[config.mk]
export PLATFORM = sky130hd
export DESIGN_NAME = uop_uart_rx_flat
export DESIGN_NICKNAME = d
export VERILOG_FILES = /design/src/rtl/uop_uart_rx_if.sv /design/src/rtl/uop_uart_rx.sv /design/src/flat_wrapper.sv
export SDC_FILE = /design/constraint.sdc
export NUM_CORES = 1
export LEC_CHECK = 0
export ABC_CLOCK_PERIOD_IN_PS = 1900
export BUFFER_PORTS_ARGS = -buffer_cell sky130_fd_sc_hd__buf_4
export CAP_MARGIN = 20
export CORE_MARGIN = 2
export CORE_UTILIZATION = 57
export CTS_CLUSTER_SIZE = 10
export DETAILED_ROUTE_END_ITERATION = 8
export GPL_TIMING_DRIVEN = 0
export PLACE_DENSITY = 0.86
export SYNTH_ARGS = -nofsm -noshare
export SYNTH_HDL_FRONTEND = slang
export SYNTH_SLANG_ARGS = --single-unit
[constraint.sdc]
create_clock -name clk -period 1.9 [get_ports clk]
set_input_delay 0.285 -clock clk [delete_from_list [all_inputs] [get_ports clk]]
set_output_delay 0.285 -clock clk [all_outputs]
set_load 0.03 [all_outputs]
[src/rtl/uop_uart_rx_if.sv]
// Serial receive port: the raw line in, the received byte and its status strobes out.
// The receiver takes the master side; whatever consumes bytes takes the slave side.
interface uop_uart_rx_if;
   logic       rx;
   logic [7:0] data;
   logic       valid;
   logic       frame_err;
   logic       busy;

   modport master (
      input  rx,
      output data,
      output valid,
      output frame_err,
      output busy
   );

   modport slave (
      output rx,
      input  data,
      input  valid,
      input  frame_err,
      input  busy
   );
endinterface

[src/rtl/uop_uart_rx.sv]
// 8N1 UART receiver with mid-bit sampling at an integer clock-to-bit ratio.
// Returns to IDLE mid-stop-bit so that a back-to-back start edge is not missed.
//
// state | meaning
// IDLE  | line idle, waiting for a 1->0 edge on the synchronised line
// START | counting to mid start bit, then confirming the line is still low
// DATA  | sampling 8 data bits LSB first, one every CLKS_PER_BIT cycles
// STOP  | sampling the stop bit, then issuing valid or frame_err
module uop_uart_rx #(
   parameter int CLKS_PER_BIT = 16
) (
   input  logic           clk,
   input  logic           reset,
   uop_uart_rx_if.master  bus
);
   localparam int N  = CLKS_PER_BIT;
   localparam int H  = N / 2;
   localparam int CW = $clog2(N);

   localparam logic [CW-1:0] CNT_HALF = CW'(H - 1);
   localparam logic [CW-1:0] CNT_LAST = CW'(N - 1);
   localparam logic [CW-1:0] CNT_ONE  = CW'(1);

   typedef enum logic [1:0] {
      IDLE  = 2'd0,
      START = 2'd1,
      DATA  = 2'd2,
      STOP  = 2'd3
   } state_t;

   state_t        state;
   logic          rx_meta;
   logic          s;
   logic          s_prev;
   logic [CW-1:0] cnt;
   logic [2:0]    idx;
   logic [7:0]    shreg;
   logic [7:0]    data_q;
   logic          valid_q;
   logic          frame_err_q;
   logic          busy_q;

   // Synchroniser and edge flops reset high so reset release never looks like a start edge.
   always_ff @(posedge clk or posedge reset) begin
      if (reset) begin
         rx_meta     <= 1'b1;
         s           <= 1'b1;
         s_prev      <= 1'b1;
         state       <= IDLE;
         cnt         <= '0;
         idx         <= 3'd0;
         shreg       <= 8'h00;
         data_q      <= 8'h00;
         valid_q     <= 1'b0;
         frame_err_q <= 1'b0;
         busy_q      <= 1'b0;
      end else begin
         rx_meta     <= bus.rx;
         s           <= rx_meta;
         s_prev      <= s;
         valid_q     <= 1'b0;
         frame_err_q <= 1'b0;

         unique case (state)
            IDLE: begin
               if (s_prev && !s) begin
                  state  <= START;
                  cnt    <= '0;
                  busy_q <= 1'b1;
               end
            end

            START: begin
               if (cnt == CNT_HALF) begin
                  if (!s) begin
                     state <= DATA;
                     cnt   <= '0;
                     idx   <= 3'd0;
                  end else begin
                     state  <= IDLE;
                     cnt    <= '0;
                     busy_q <= 1'b0;
                  end
               end else begin
                  cnt <= cnt + CNT_ONE;
               end
            end

            DATA: begin
               if (cnt == CNT_LAST) begin
                  cnt        <= '0;
                  shreg[idx] <= s;
                  idx        <= idx + 3'd1;
                  if (idx == 3'd7) begin
                     state <= STOP;
                  end
               end else begin
                  cnt <= cnt + CNT_ONE;
               end
            end

            STOP: begin
               if (cnt == CNT_LAST) begin
                  state  <= IDLE;
                  cnt    <= '0;
                  busy_q <= 1'b0;
                  if (s) begin
                     data_q  <= shreg;
                     valid_q <= 1'b1;
                  end else begin
                     frame_err_q <= 1'b1;
                  end
               end else begin
                  cnt <= cnt + CNT_ONE;
               end
            end

            default: begin
               state  <= IDLE;
               cnt    <= '0;
               busy_q <= 1'b0;
            end
         endcase
      end
   end

   assign bus.data      = data_q;
   assign bus.valid     = valid_q;
   assign bus.frame_err = frame_err_q;
   assign bus.busy      = busy_q;

endmodule
[src/flat_wrapper.sv]
// flat-port wrapper written by rule: the top's interface ports become plain ports
module uop_uart_rx_flat 
#(
   parameter int CLKS_PER_BIT = 16
)
  (clk, reset, bus_rx, bus_data, bus_valid, bus_frame_err, bus_busy);
  uop_uart_rx_if bus_i ();
  input  logic clk;
  input  logic reset;
  input wire logic [$bits(bus_i.rx)-1:0] bus_rx;
  output wire logic [$bits(bus_i.data)-1:0] bus_data;
  output wire logic [$bits(bus_i.valid)-1:0] bus_valid;
  output wire logic [$bits(bus_i.frame_err)-1:0] bus_frame_err;
  output wire logic [$bits(bus_i.busy)-1:0] bus_busy;
  assign bus_i.rx = bus_rx;
  assign bus_data = bus_i.data;
  assign bus_valid = bus_i.valid;
  assign bus_frame_err = bus_i.frame_err;
  assign bus_busy = bus_i.busy;
  uop_uart_rx #(.CLKS_PER_BIT(CLKS_PER_BIT)) u_core (.clk(clk), .reset(reset), .bus(bus_i));
endmodule
== Yosys cells after proc, flatten, opt, wreduce, memory -nomap -nowiden ==
Cells that the tools add are included.

* Logic and storage cells: 69
* Flip-flop bits (word level): 31
* Output and inout port bits: 11
* Bits of input ports: 3

* $add $sub $neg: 2
* Multiplexer cells: 29
* Reduce and logical (&&, ||, !) cells: 12
* Eq/ne operators: 13
* Order comparisons: 2

{| class="wikitable"
|+ Operators by type and width
! kind !! number
|-
| two-way mux 2 bit || 6
|-
| two-way mux 4 bit || 3
|-
| inequality test 2 x 1 -> 1 bit, second input constant || 6
|-
| one-hot mux 4 bit (3 select lines) || 1
|-
| two-way mux 1 bit || 11
|-
| AND reduction 5 bit || 2
|-
| two-way mux 3 bit || 3
|-
| bitwise mux 8 bit || 1
|-
| one-hot mux 2 bit (4 select lines) || 1
|-
| one-hot mux 3 bit (2 select lines) || 1
|-
| adder 4 x 1 -> 4 bit, second input constant || 1
|-
| equality test 2 bit, second input constant || 2
|-
| equality test 4 x 3 -> 1 bit, second input constant || 1
|-
| equality test 4 bit, second input constant || 1
|-
| < comparator 3 x 4 -> 1 bit, second input constant || 1
|-
| AND reduction 4 bit || 1
|-
| adder 3 x 1 -> 3 bit, second input constant || 1
|-
| demux 1 bit (select 3 bit) || 1
|-
| equality test 3 bit, second input constant || 1
|-
| >= comparator 3 x 1 -> 1 bit, second input constant || 1
|-
| one-hot mux 1 bit (3 select lines) || 1
|-
| AND reduction 3 bit || 1
|-
| nonzero test 3 bit || 1
|-
| equality test 2 x 1 -> 1 bit, second input constant || 1
|-
| other kinds (7) || 8
|}

== Longest topological paths before layout ==
Gate-level depths: netlist of run 1.

* Depth after elaboration: 5
* Depth in mapped cells: 6
* Depth with buffers taken out: 5

== Worst setup path before layout of run 1 ==
Ideal clock, no wire load.

* Path kind: reg2reg
* Start: reg u_core.cnt[0]
* End: reg u_core.shreg[5]
* Data arrival time: 1,434 ps
* Slack: 339 ps
* Cell stages (with the launch flop): 7
* Library setup time: 128 ps
* Buffers on the path: 1
* Clock period less this slack: 1,561 ps
* Data required time: 1,772 ps
* Cells stage by stage: dfrtp_1 -> ha_1 -> and4b_1 -> buf_6 -> nand2_4 -> nor3_2 -> mux2_1

* Longest elaborated chain between the ends: 2

{| class="wikitable"
|+ RTL lines
! element !! line !! text
|-
| start: declaration || uop_uart_rx.sv:35 || <nowiki>logic [CW-1:0] cnt;</nowiki>
|-
| start signal: assignment || uop_uart_rx.sv:85 || <nowiki>cnt <= cnt + CNT_ONE;</nowiki>
|-
| start signal: assignment || uop_uart_rx.sv:98 || <nowiki>cnt <= cnt + CNT_ONE;</nowiki>
|-
| start signal: assignment || uop_uart_rx.sv:114 || <nowiki>cnt <= cnt + CNT_ONE;</nowiki>
|-
| equality test 4 bit || uop_uart_rx.sv:90 || <nowiki>if (cnt == CNT_LAST) begin</nowiki>
|-
| AND reduction 2 bit (no line) || - ||
|-
| end signal: indexed assignment || uop_uart_rx.sv:92 || <nowiki>shreg[idx] <= s;</nowiki>
|-
| end: declaration || uop_uart_rx.sv:37 || <nowiki>logic [7:0] shreg;</nowiki>
|}

Every way passes these cells.
A chain may end at the register's enable or synchronous reset.

== Worst setup path in the final report of run 1 ==
* Start: reg u_core.cnt[0]
* End: reg u_core.shreg[4]

The elaborated chain is that of the path after synthesis.

==> results.txt, run 1 <==
The HPWL after detailed placement came out at 1850 µm. The number of global-route vias before repair came out at 927. The synthesized-area fraction occupied by and/or/nand/nor cells came out at 15.0%. The max-slew violation total from the final report came out at 0. Before antenna repair, the detailed router went through 4 iterations.

The number of placement rows is 18. The met2 wire length came out at 1290 µm. In the final routed layout, each cell accounts on average for 15.1 µm. The first-pass GRT wire length is 4150 µm. Clock-pin slew was measured on the worst setup and hold paths at 90 ps.

STA classifies the critical path endpoint as a flip-flop. Synthesis instantiated 36 different standard cells from the library. The transition at the pin with the smallest max-transition slack is 618 ps.

The number of antenna violations at the first check in global routing is 0. The maximum count of clock buffers along a single path is 2. In this run the clock root is driven by a clkbuf_4.

The overall global routing resource usage came out at 21.4%. The number of diodes added for antenna fixing is 0. Cells with a size suffix above 1 make up 35.8% of the layout.

The ratio of routed vias to standard cells is 5.83. The portion of the clock cycle consumed by the worst path in the final layout is 90.7%. The effective utilization at floorplan came out at 58.6%.

The routed length on met1 is 1060 µm. After detailed routing, the met3 layer carries 124 µm of wire. Buffers inserted during clock tree synthesis total 5. The total die area is 2890 µm². The data required time of the critical path came out at 2120 ps. The type of origin of the critical path is a flip-flop. The portion of the post-synthesis area used by sequential elements came out at 55.2%. The core region is 2410 µm². Derived from the worst setup path, the maximum achievable clock frequency is 580 MHz. The largest net degree at the start of global routing is 18. The total setup violations reported at the end of the flow is 0. The Yosys warning count is 0. The power density over the cells came out at 1100 nW/µm². The flow ran to the end, and the final reports show no timing, DRC or antenna violations. The H-tree was split into 2 levels. The post-synthesis mux area share is 12.8%. The arrival time at the worst endpoint came out at 1950 ps. The violation count after the first detailed-routing iteration came out at 24. The minimum clock period is 1720 ps. The remaining number of nets flagged by the antenna check after routing came out at 0. The total negative setup slack is 0 ps.

After detailed routing, the total wire length is 2520 µm. The worst hold path belongs to the class primary input to async pin. The number of buffers added on ports came out at 13. The maximum ir drop on the vdd rail is 0.000802 V. The final-layout fill cell count is 164.

The worst clock skew is 9.60 ps. In this run the worst path has a maximum fanout of 7. The critical path start-end classification is flip-flop to flip-flop. Buffers added to address setup during post-CTS repair amount to 0. The area share of fa/ha/maj cells after synthesis is 2.66%.

The CTS tree is built. The weighted congestion at the end of routability-driven global placement is 0.913. The area overhead of the layout relative to synthesis came out at 17.8%. The completed layout was analyzed and its total power is 1.83 mW. The synthesized-area fraction occupied by xor and xnor cells came out at 1.24%.

The number of standard cells after synthesis is 115. The post-synthesis area per instance is 12.3 µm². Setup repair after global routing left no endpoint under its margin. After synthesis, the largest family of logic cells by area is simple AND/OR/NAND/NOR gates.

The number of buffers added to fix hold violations after cts is 0. The number of hold violations in the final report is 0. The detailed router used layers up to and including met4. Detailed routing inserted a total of 974 vias. The overall overflow remaining after global route is 0. The synthesized netlist devotes 10.6% of its cell area to compound gates. Synthesis produced a netlist with a net count of 121. The number of remaining DRC errors is 0. At the end of the flow, the number of nets in the layout was 142. The clock drives 31 sinks. The worst slew margin relative to its limit came out at 58.8%. Counting flops and latches in the post-synthesis netlist gives 31. The worst-skew pair later-pin latency is 330 ps.

The boundary pin count came out at 14. The leakage dissipation came out at 0.791 nW. The y dimension of the die came out at 53.8 µm.

The max-cap violation count came out at 0. The horizontal die dimension came out at 53.8 µm. The netlist area before placement came out at 1410 µm².
-- synth_stat cells --
master     count  area (µm²)
dfrtp_1       28         701
mux2_2        13         146
o21ai_0        8        40.0
nor2_1         7        26.3
nand3_1        6        30.0
a21oi_1        5        25.0
nand2_1        5        18.8
dfstp_2        3        78.8
ha_1           3        37.5
inv_1          3        11.3
mux2_1         3        33.8
a21o_1         2        15.0
a32o_1         2        20.0
clkbuf_1       2        7.51
nor2b_1        2        12.5
nor3_2         2        20.0
nor4_2         2        25.0
a21boi_0       1        7.51
a22o_1         1        8.76
a2bb2oi_1      1        8.76
and2_1         1        6.26
and3_1         1        6.26
and4b_1        1        10.0
buf_2          1        5.00
buf_6          1        11.3
nand2_4        1        11.3
nand2b_1       1        6.26
nand2b_4       1        13.8
nand3b_1       1        7.51
nor2_4         1        11.3
o221ai_1       1        8.76
o22a_1         1        8.76
o31ai_1        1        7.51
or2_2          1        6.26
xnor2_1        1        8.76
xor2_1         1        8.76
-- per-stage QoR --
step | area [µm²] | hold slack, ps | std cells | util (%) | setup slack [ps]
finish | 1660 | 20.7 | 167 | 69.0 | 177
global route | 1660 | 29.7 | 167 | 69.0 | 31.2
CTS | 1660 | 33.0 | 167 | 68.9 | 163
detailed placement | 1570 | 349 | 159 | 65.3 | 176
global placement | 1550 | 346 | 158 | 64.2 | 227
floorplan | 1410 | 289 | 115 | - | 339
-- where the power goes --
part / total (mW) / switching [mW] / internal (mW)
Sequential: 0.842 / 0.0988 / 0.743
Clock: 0.531 / 0.221 / 0.311
Combinational: 0.454 / 0.264 / 0.190
Total: 1.83 / 0.583 / 1.24
-- routing by layer --
layer | vias to the layer above | track usage [%]
li1 | 455 | -
met1 | 485 | 24.4
met5 | - | 0
met3 | 6 | 8.33
met2 | 28 | 34.6
met4 | 0 | 11.5
-- worst paths after layout --
| kind | from | slack, ps | end | cells after the start |
|---|---|---|---|---|
| worst max-delay path | u_core.cnt[0] | 180 | u_core.shreg[4] | 6 |
| worst max register to register | u_core.cnt[0] | 180 | u_core.shreg[4] | 6 |
| max in group asynchronous | reset | 1290 | u_core.rx_meta | 3 |
| min in group clk | bus_rx | 60 | u_core.rx_meta | 1 |
| worst min register to register | u_core.rx_meta | 360 | u_core.s | 0 |
| worst min-delay path | reset | 20 | u_core.bus.valid | 2 |
-- cell usage in the layout, fill, tap and decap left out, types with 2 or more instances in the layout --
cell type	n
a21o_1	2
a21oi_1	5
a32o_1	2
buf_4	13
clkbuf_1	2
clkbuf_4	5
dfrtp_1	28
dfstp_2	3
ha_1	2
inv_1	3
mux2_1	3
mux2_2	13
nand2_1	5
nand3_1	6
nor2_1	7
nor2b_1	2
nor3_2	2
nor4_2	2
o21ai_0	8
-- timing repair --
item	CTS	global route
resized for setup	0	1
hold endpoints to repair	0	0
setup endpoints to repair	0	1
-- layout make-up --
class / count / area (µm²) / area share [%]
inverters: 3 / 11.3 / 0.677
multi-input cells: 77 / 599 / 36.0
repair buffers: 14 / 125 / 7.52
plain buffers: 4 / 23.8 / 1.43
clock inverters: 2 / 35.0 / 2.11
well taps: 30 / 37.5 / 2.26
flip-flops and latches: 31 / 779 / 46.9
clock buffers: 6 / 51.3 / 3.09
-- state kept, by name (all words and copies together) (netlist names), named ones only --
signal                flops
u_core.cnt                4
u_core.s_prev             1
u_core.rx_meta            1
u_core.shreg              8
u_core.bus.valid          1
u_core.bus.busy           1
u_core.s                  1
u_core.bus.data           8
u_core.bus.frame_err      1
u_core.state              1
u_core.idx                3
-- logic make-up (layout without fill, tap and decap cells) --
| kind of cell | after synthesis | in the layout |
|---|---|---|
| simple gates | 33 | 33 |
| flops | 31 | 31 |
| compound gates | 23 | 23 |
| buf+inv | 7 | 29 |
| fa+ha+maj | 3 | 3 |
| xor+xnor | 2 | 2 |
| mux | 16 | 16 |
-- worst max-delay path: stages (launching register included) --
cell,delay [ps]
dfrtp_1,390
ha_2,230
and4b_1,240
buf_6,150
nand2_4,70
nor4_2,190
mux2_1,350
Note: power is estimated with default switching activity, not from simulation.
==> inputs of run 2 (changes only) <==
- BUFFER_PORTS_ARGS: -buffer_cell sky130_fd_sc_hd__buf_4 -> -buffer_cell sky130_fd_sc_hd__buf_2
- CORE_UTILIZATION: 57 -> 50
- PLACE_DENSITY: 0.86 -> 0.78
==> run 2 against run 1 <==
Against the previous run:
- wire length shrank 6.7%
- critical path type unchanged
- largest cell class unchanged
- register-to-register slack gained 40 ps
- critical endpoint unchanged
- core utilization shrank 8.9 points
- combinational power shrank 4%
- count of clock-buffer cells in the layout is the same
==> results.txt, run 2 (same netlist as run 1, synthesis figures left out) <==
In this design, the stage delay of the slowest critical-path cell is 390 ps. The number of remaining DRC errors is 0. Leaving out fill and tap cells, the most frequent cells in the layout are dfrtp_1, buf_2, mux2_2. In this run the static leakage power is 0.790 nW. The clock arrives with 3.03 ps of skew.

STA classifies the critical path endpoint as a flip-flop. The transition at the pin with the smallest max-transition slack came out at 644 ps. Of all nets on the critical path, the largest fanout is 7. The first routing iteration left 25 violations.

The max-cap violation count is 0. The most common library cell in the layout ignoring fill and taps is dfrtp_1. The CTS tree is built. After global routing the overflow that remains totals 0.

The final-layout fill cell count came out at 230. After layout, the minimum clock period comes to 1690 ps. Counting every sink on the clock net gives 31. Setup repair after global routing left no endpoint under its margin. The highest clock frequency the design can meet is 593 MHz.

The number of hold violations in the final report came out at 0. After floorplanning, the core was sized to cover 2710 µm². The y dimension of the die is 57.1 µm. The worst slew margin relative to its limit came out at 57.0%. The effective utilization at floorplan is 52.1%. Setup violations remaining at the end of the flow were counted as 0. The critical path goes through ha_1, and4b_1, buf_6, nand2_4, nor4_2, mux2_1.

The final core utilization came out at 60.1%. The data required time of the critical path came out at 2120 ps. The number of buffers added on ports is 13. The critical path start-end classification is flip-flop to flip-flop. In the final design database the tool counted 142 nets. The max-slew violation total from the final report came out at 0. CTS placed an instance of clkbuf_4 at the clock tree root. Once detail routing completed, the nets flagged for antenna violations numbered 0. The type of origin of the critical path is a flip-flop.

Entering global routing, the biggest net connects 18 pins. The count of TritonRoute iterations in the first routing pass is 4. The boundary pin count is 14. The area overhead of the layout relative to synthesis is 15.4%. The number of global-route vias before repair was 916.

The share of post-route cells with drive strength above 1 came out at 35.0%. The ratio of routed vias to standard cells came out at 5.54. The master of the slowest instance on the critical path is dfrtp_1. The number of antenna violations at the first check in global routing came out at 0.

The H-tree level count came out at 2. The weighted congestion at the end of routability-driven global placement is 0.824. The overall global routing resource usage is 17.4%. Clock-pin slew was measured on the worst setup and hold paths at 90 ps. The buffer count from post-CTS setup fixing is 0. The repair_antennas step left the layout with diodes totalling 0. The maximum count of clock buffers along a single path came out at 2. The number of buffers added to fix hold violations after cts is 0. The average wire length per cell after detail routing came out at 14.0 µm.

The total detailed-routing wirelength came out at 2350 µm. The portion of the clock cycle consumed by the worst path in the final layout is 88.7%. The clock reaches the later pin of the worst-skew pair after 330 ps. Row generation in the floorplan step produced 19 rows. The run finished with clean final reports.

The power density over the cells is 1110 nW/µm². Once detailed placement completed, the half-perimeter wirelength came to 1700 µm. The total vias in the final route is 931.

The first-pass GRT wire length came out at 4210 µm. The total die area is 3260 µm². The type of the most critical hold path is primary input to async pin. From left edge to right edge, the die measures 57.1 µm. The number of resized instances in the post-cts repair step is 0.

Summed over all failing endpoints, the final setup total negative slack is 0 ps. The arrival time at the worst endpoint is 1910 ps. The TritonCTS buffer count is 5.

The total power came out at 1.80 mW. VDD sags by at most 0.000948 V.
==> run 2: cell counts in the layout (fill, tap and decap cells not counted) <==
Identical to the previous run, type by type.
==> run 2: cell type report <==
type	instances	area [µm²]	area share, %
Buffer	4	23.8	1.46
Clock buffer	6	51.3	3.15
Clock inverter	2	35.0	2.15
Inverter	3	11.3	0.691
Multi-Input combinational cell	77	597	36.6
Sequential cell	31	779	47.8
Tap cell	31	38.8	2.38
Timing Repair Buffer	14	92.6	5.68
==> run 2: per-layer routing <==
layer | wire length (µm) | vias up | GRT usage, % | part of all wire, %
met3 | 101 | 6 | 7.48 | 4.3
met2 | 1110 | 18 | 26.6 | 47
li1 | - | 453 | - | -
met4 | 40 | 0 | 5.98 | 1.7
met5 | 0 | - | 0 | 0
met1 | 1110 | 454 | 22.5 | 47
==> run 2: final timing paths <==
| kind | start | endpoint | slack, ps | cells past startpoint |
|---|---|---|---|---|
| max | u_core.cnt[0] | u_core.shreg[4] | 210 | 6 |
| min | reset | u_core.shreg[3] | 20 | 2 |
| max reg2reg | u_core.cnt[0] | u_core.shreg[4] | 210 | 6 |
| min reg2reg | u_core.rx_meta | u_core.s | 360 | 0 |
| max in group asynchronous | reset | u_core.s_prev | 1290 | 3 |
| min in group clk | bus_rx | u_core.rx_meta | 40 | 1 |
==> run 2: per-stage QoR <==
step	instances	instance area (µm²)	worst slack, ps	hold WS (ps)
floorplan	115	1410	339	289
finish	168	1630	214	23.6
detailed placement	160	1540	205	347
global placement	159	1520	250	349
global route	168	1630	85.1	10.3
CTS	168	1630	186	32.4
==> run 2: power breakdown <==
part	leakage [nW]	internal, mW	switching (mW)
Sequential	0.404	0.743	0.0919
Clock	0.0482	0.311	0.223
Combinational	0.338	0.181	0.254
==> run 2: critical path: cells and delay by family, from the launching register on <==
kind | cells | cell delay (ps)
and+or+nand+nor | 3 | 480
DFF | 1 | 390
muxes | 1 | 340
adders and majority gates | 1 | 230
buffers and inverters | 1 | 140
==> inputs of run 3 (changes only) <==
- ABC_CLOCK_PERIOD_IN_PS: 1900 -> 1800
- clock period: 1.9 -> 1.8 ns (I/O delays scaled with it)
==> run 3 against run 2 <==
Against the previous run:
- wire length rose by 0.81%
- sequential cell count did not move
- core utilization rose by 0.46 points
- critical path depth did not move
- maximum frequency rose by 1.2%
==> results.txt, run 3 (same netlist as run 1, synthesis figures left out) <==
The fraction of met3 tracks used by global routing came out at 7.48%. The worst clock skew came out at 2.83 ps. The data required time of the critical path came out at 2010 ps. The global routing's busiest layer is met2.

The non-filler instance count after layout came out at 169. The pre-antenna-repair detailed-routing pass consisted of 2 iterations. The first global-routing pass estimated 4210 µm of wire. The post-route netlist has 35.5% of its cells at a drive strength greater than 1. The H-tree level count is 2. The worst-case IR drop observed on VDD is 0.00101 V. The overall global routing resource usage is 17.4%.

The net switching share of the total power is 31.5%. The total power came out at 1.91 mW. The share of total power in sequential cells is 46.3%. Across all layers, the routed design uses 936 vias. STA classifies the critical path startpoint as a flip-flop. The number of placement rows came out at 19. The number of antenna diodes in the final layout is 0. The y dimension of the die is 57.1 µm. The max-cap violation count is 0. Leaving out fill and tap cells, the most frequent cell in the layout is dfrtp_1. After detailed routing, the average wire length per cell comes to 14.0 µm. The total setup violations reported at the end of the flow is 0. The highest clock frequency the design can meet came out at 600 MHz. In this run the standard cell core region covers 2710 µm².

Prior to clock tree synthesis, the placed netlist has a worst setup slack of 105 ps. The area growth from synthesis to layout is 16.3%. The fraction of power consumed by the clock network is 29.4%. No sink is reached through more buffers than the 2 on the longest clock path. The cell sitting at the root of the clock tree is a clkbuf_4. In the layout the commonest cells are dfrtp_1, buf_2, mux2_2. The flow ran to the end, and the final reports show no timing, DRC or antenna violations. The horizontal die dimension came out at 57.1 µm. Cells fill 60.6% of the core in the end. The number of hold violations in the final report is 0. The boundary pin count came out at 14. For the pin with the worst max-slew slack, the measured transition is 643 ps. The weighted congestion at the end of routability-driven global placement came out at 0.824.

The met1 usage in global routing came out at 22.5%. The minimum clock period came out at 1670 ps. The violation count after the first detailed-routing iteration is 23.

The number of antenna violations at the first check in global routing came out at 0. The cell total after placement came out at 160. Detailed placement ended at an HPWL of 1700 µm.

The tree built by TritonCTS fans out to 31 sinks. The max-slew violation total from the final report came to 0. Measured against its own limit, the worst slew margin works out to 57.1%. The arrival time at the worst endpoint is 1880 ps. The power density over the cells is 1160 nW/µm². The portion of the clock cycle consumed by the worst path in the final layout came out at 92.6%. The overall overflow remaining after global route is 0. For this design the total switching power over the nets is 603 µW. For this configuration, the core starts out at a cell density of 52.1%.

The layout has 229 filler cells. In the routed layout, each cell is associated on average with a via count of 5.54. The final setup slack of the worst path is 133 ps. The worst setup path is captured at a flip-flop. The largest net degree at the start of global routing came out at 18. The number of buffers added on ports came out at 13. The number of global-route vias before repair was 916. In the final layout, the multi-input gates occupy 599 µm². The min-delay analysis places its worst path in the category primary input to async pin.

Combinational cells account for 24.3% of the total power. Internal power comes to 1.31 mW. The remaining number of nets flagged by the antenna check after routing is 0. Clock-pin slew was measured on the worst setup and hold paths at 90 ps. Setup repair after global routing left no endpoint under its margin. The met2 capacity usage during global routing came out at 26.6%. TritonCTS built the clock tree.

For this run, the post-layout net count is 143. The number of remaining DRC errors is 0. The total detailed-routing wirelength came out at 2370 µm. For the final routed database, the setup TNS stands at 0 ps. The analysis attributes to cell leakage a power of 0.793 nW. The TritonCTS buffer count came out at 5.

Clock latency on the worst-skew pair, taken at its later pin, is 330 ps. The area occupied by registers is 779 µm². The die covers 3260 µm². The maximum fanout count along the critical path came out at 7. The critical path is of the flip-flop to flip-flop type.
run 3: cell count changes in the layout (fill, tap and decap cells not counted):
cell           previous run  this run
ha_2                      0         1
dlygate4sd3_1             0         1
ha_1                      3         2
run 3: area by class of cell:
class	count	area share [%]
buffer	4	1.45
clock buffer	6	3.13
clock inverter	2	2.13
inverter	3	0.686
multi-input combinational	77	36.5
sequential	31	47.5
tap	31	2.36
timing repair buffer	15	6.25
run 3: critical path, stage by stage, from the launching register on:
cell	delay, ps
dfrtp_1	400
ha_2	220
and4b_1	210
buf_6	140
nand2_4	70
nor3_2	160
mux2_1	340
run 3: path summary, 6_finish.rpt:
kind / startpoint / endpoint / slack, ps / cells past startpoint
max: u_core.cnt[0] / u_core.shreg[5] / 130 / 6
min: reset / u_core.shreg[3] / 10 / 2
max reg2reg: u_core.cnt[0] / u_core.shreg[5] / 130 / 6
min reg2reg: u_core.rx_meta / u_core.s / 360 / 0
max in group asynchronous: reset / u_core.s_prev / 1200 / 3
min in group clk: u_core.rx_meta / u_core.s / 360 / 0
run 3: per-layer routing:
metal  routed length [µm]  vias to the layer above
li1                     -                      456
met1                 1110                      460
met2                 1130                       14
met3                   89                        6
met4                   41                        0
met5                    0                        -
run 3: power groups by stage:
stage	Sequential (mW)	Clock [mW]	Combinational, mW
4_1_cts	0.881	0.582	0.467
5_1_grt	0.899	0.618	0.531
6_report	0.884	0.562	0.465
3_3_place_gp	0.888	0	0.438
2_1_floorplan	0.890	0	0.348
3_5_place_dp	0.892	0	0.466
run 3: through the flow:
step	hold WS, ps	cell area (µm²)
CTS	17.4	1630
finish	12.3	1640
floorplan	274	1410
detailed placement	347	1540
global route	43.5	1640
global placement	349	1520
run 3: repair_timing:
action,4_1_cts,5_1_grt
endpoints found under the hold margin,0,1
resized for setup,0,1
endpoints found under the setup margin,0,6
setup buffers,0,0
hold buffers,0,1
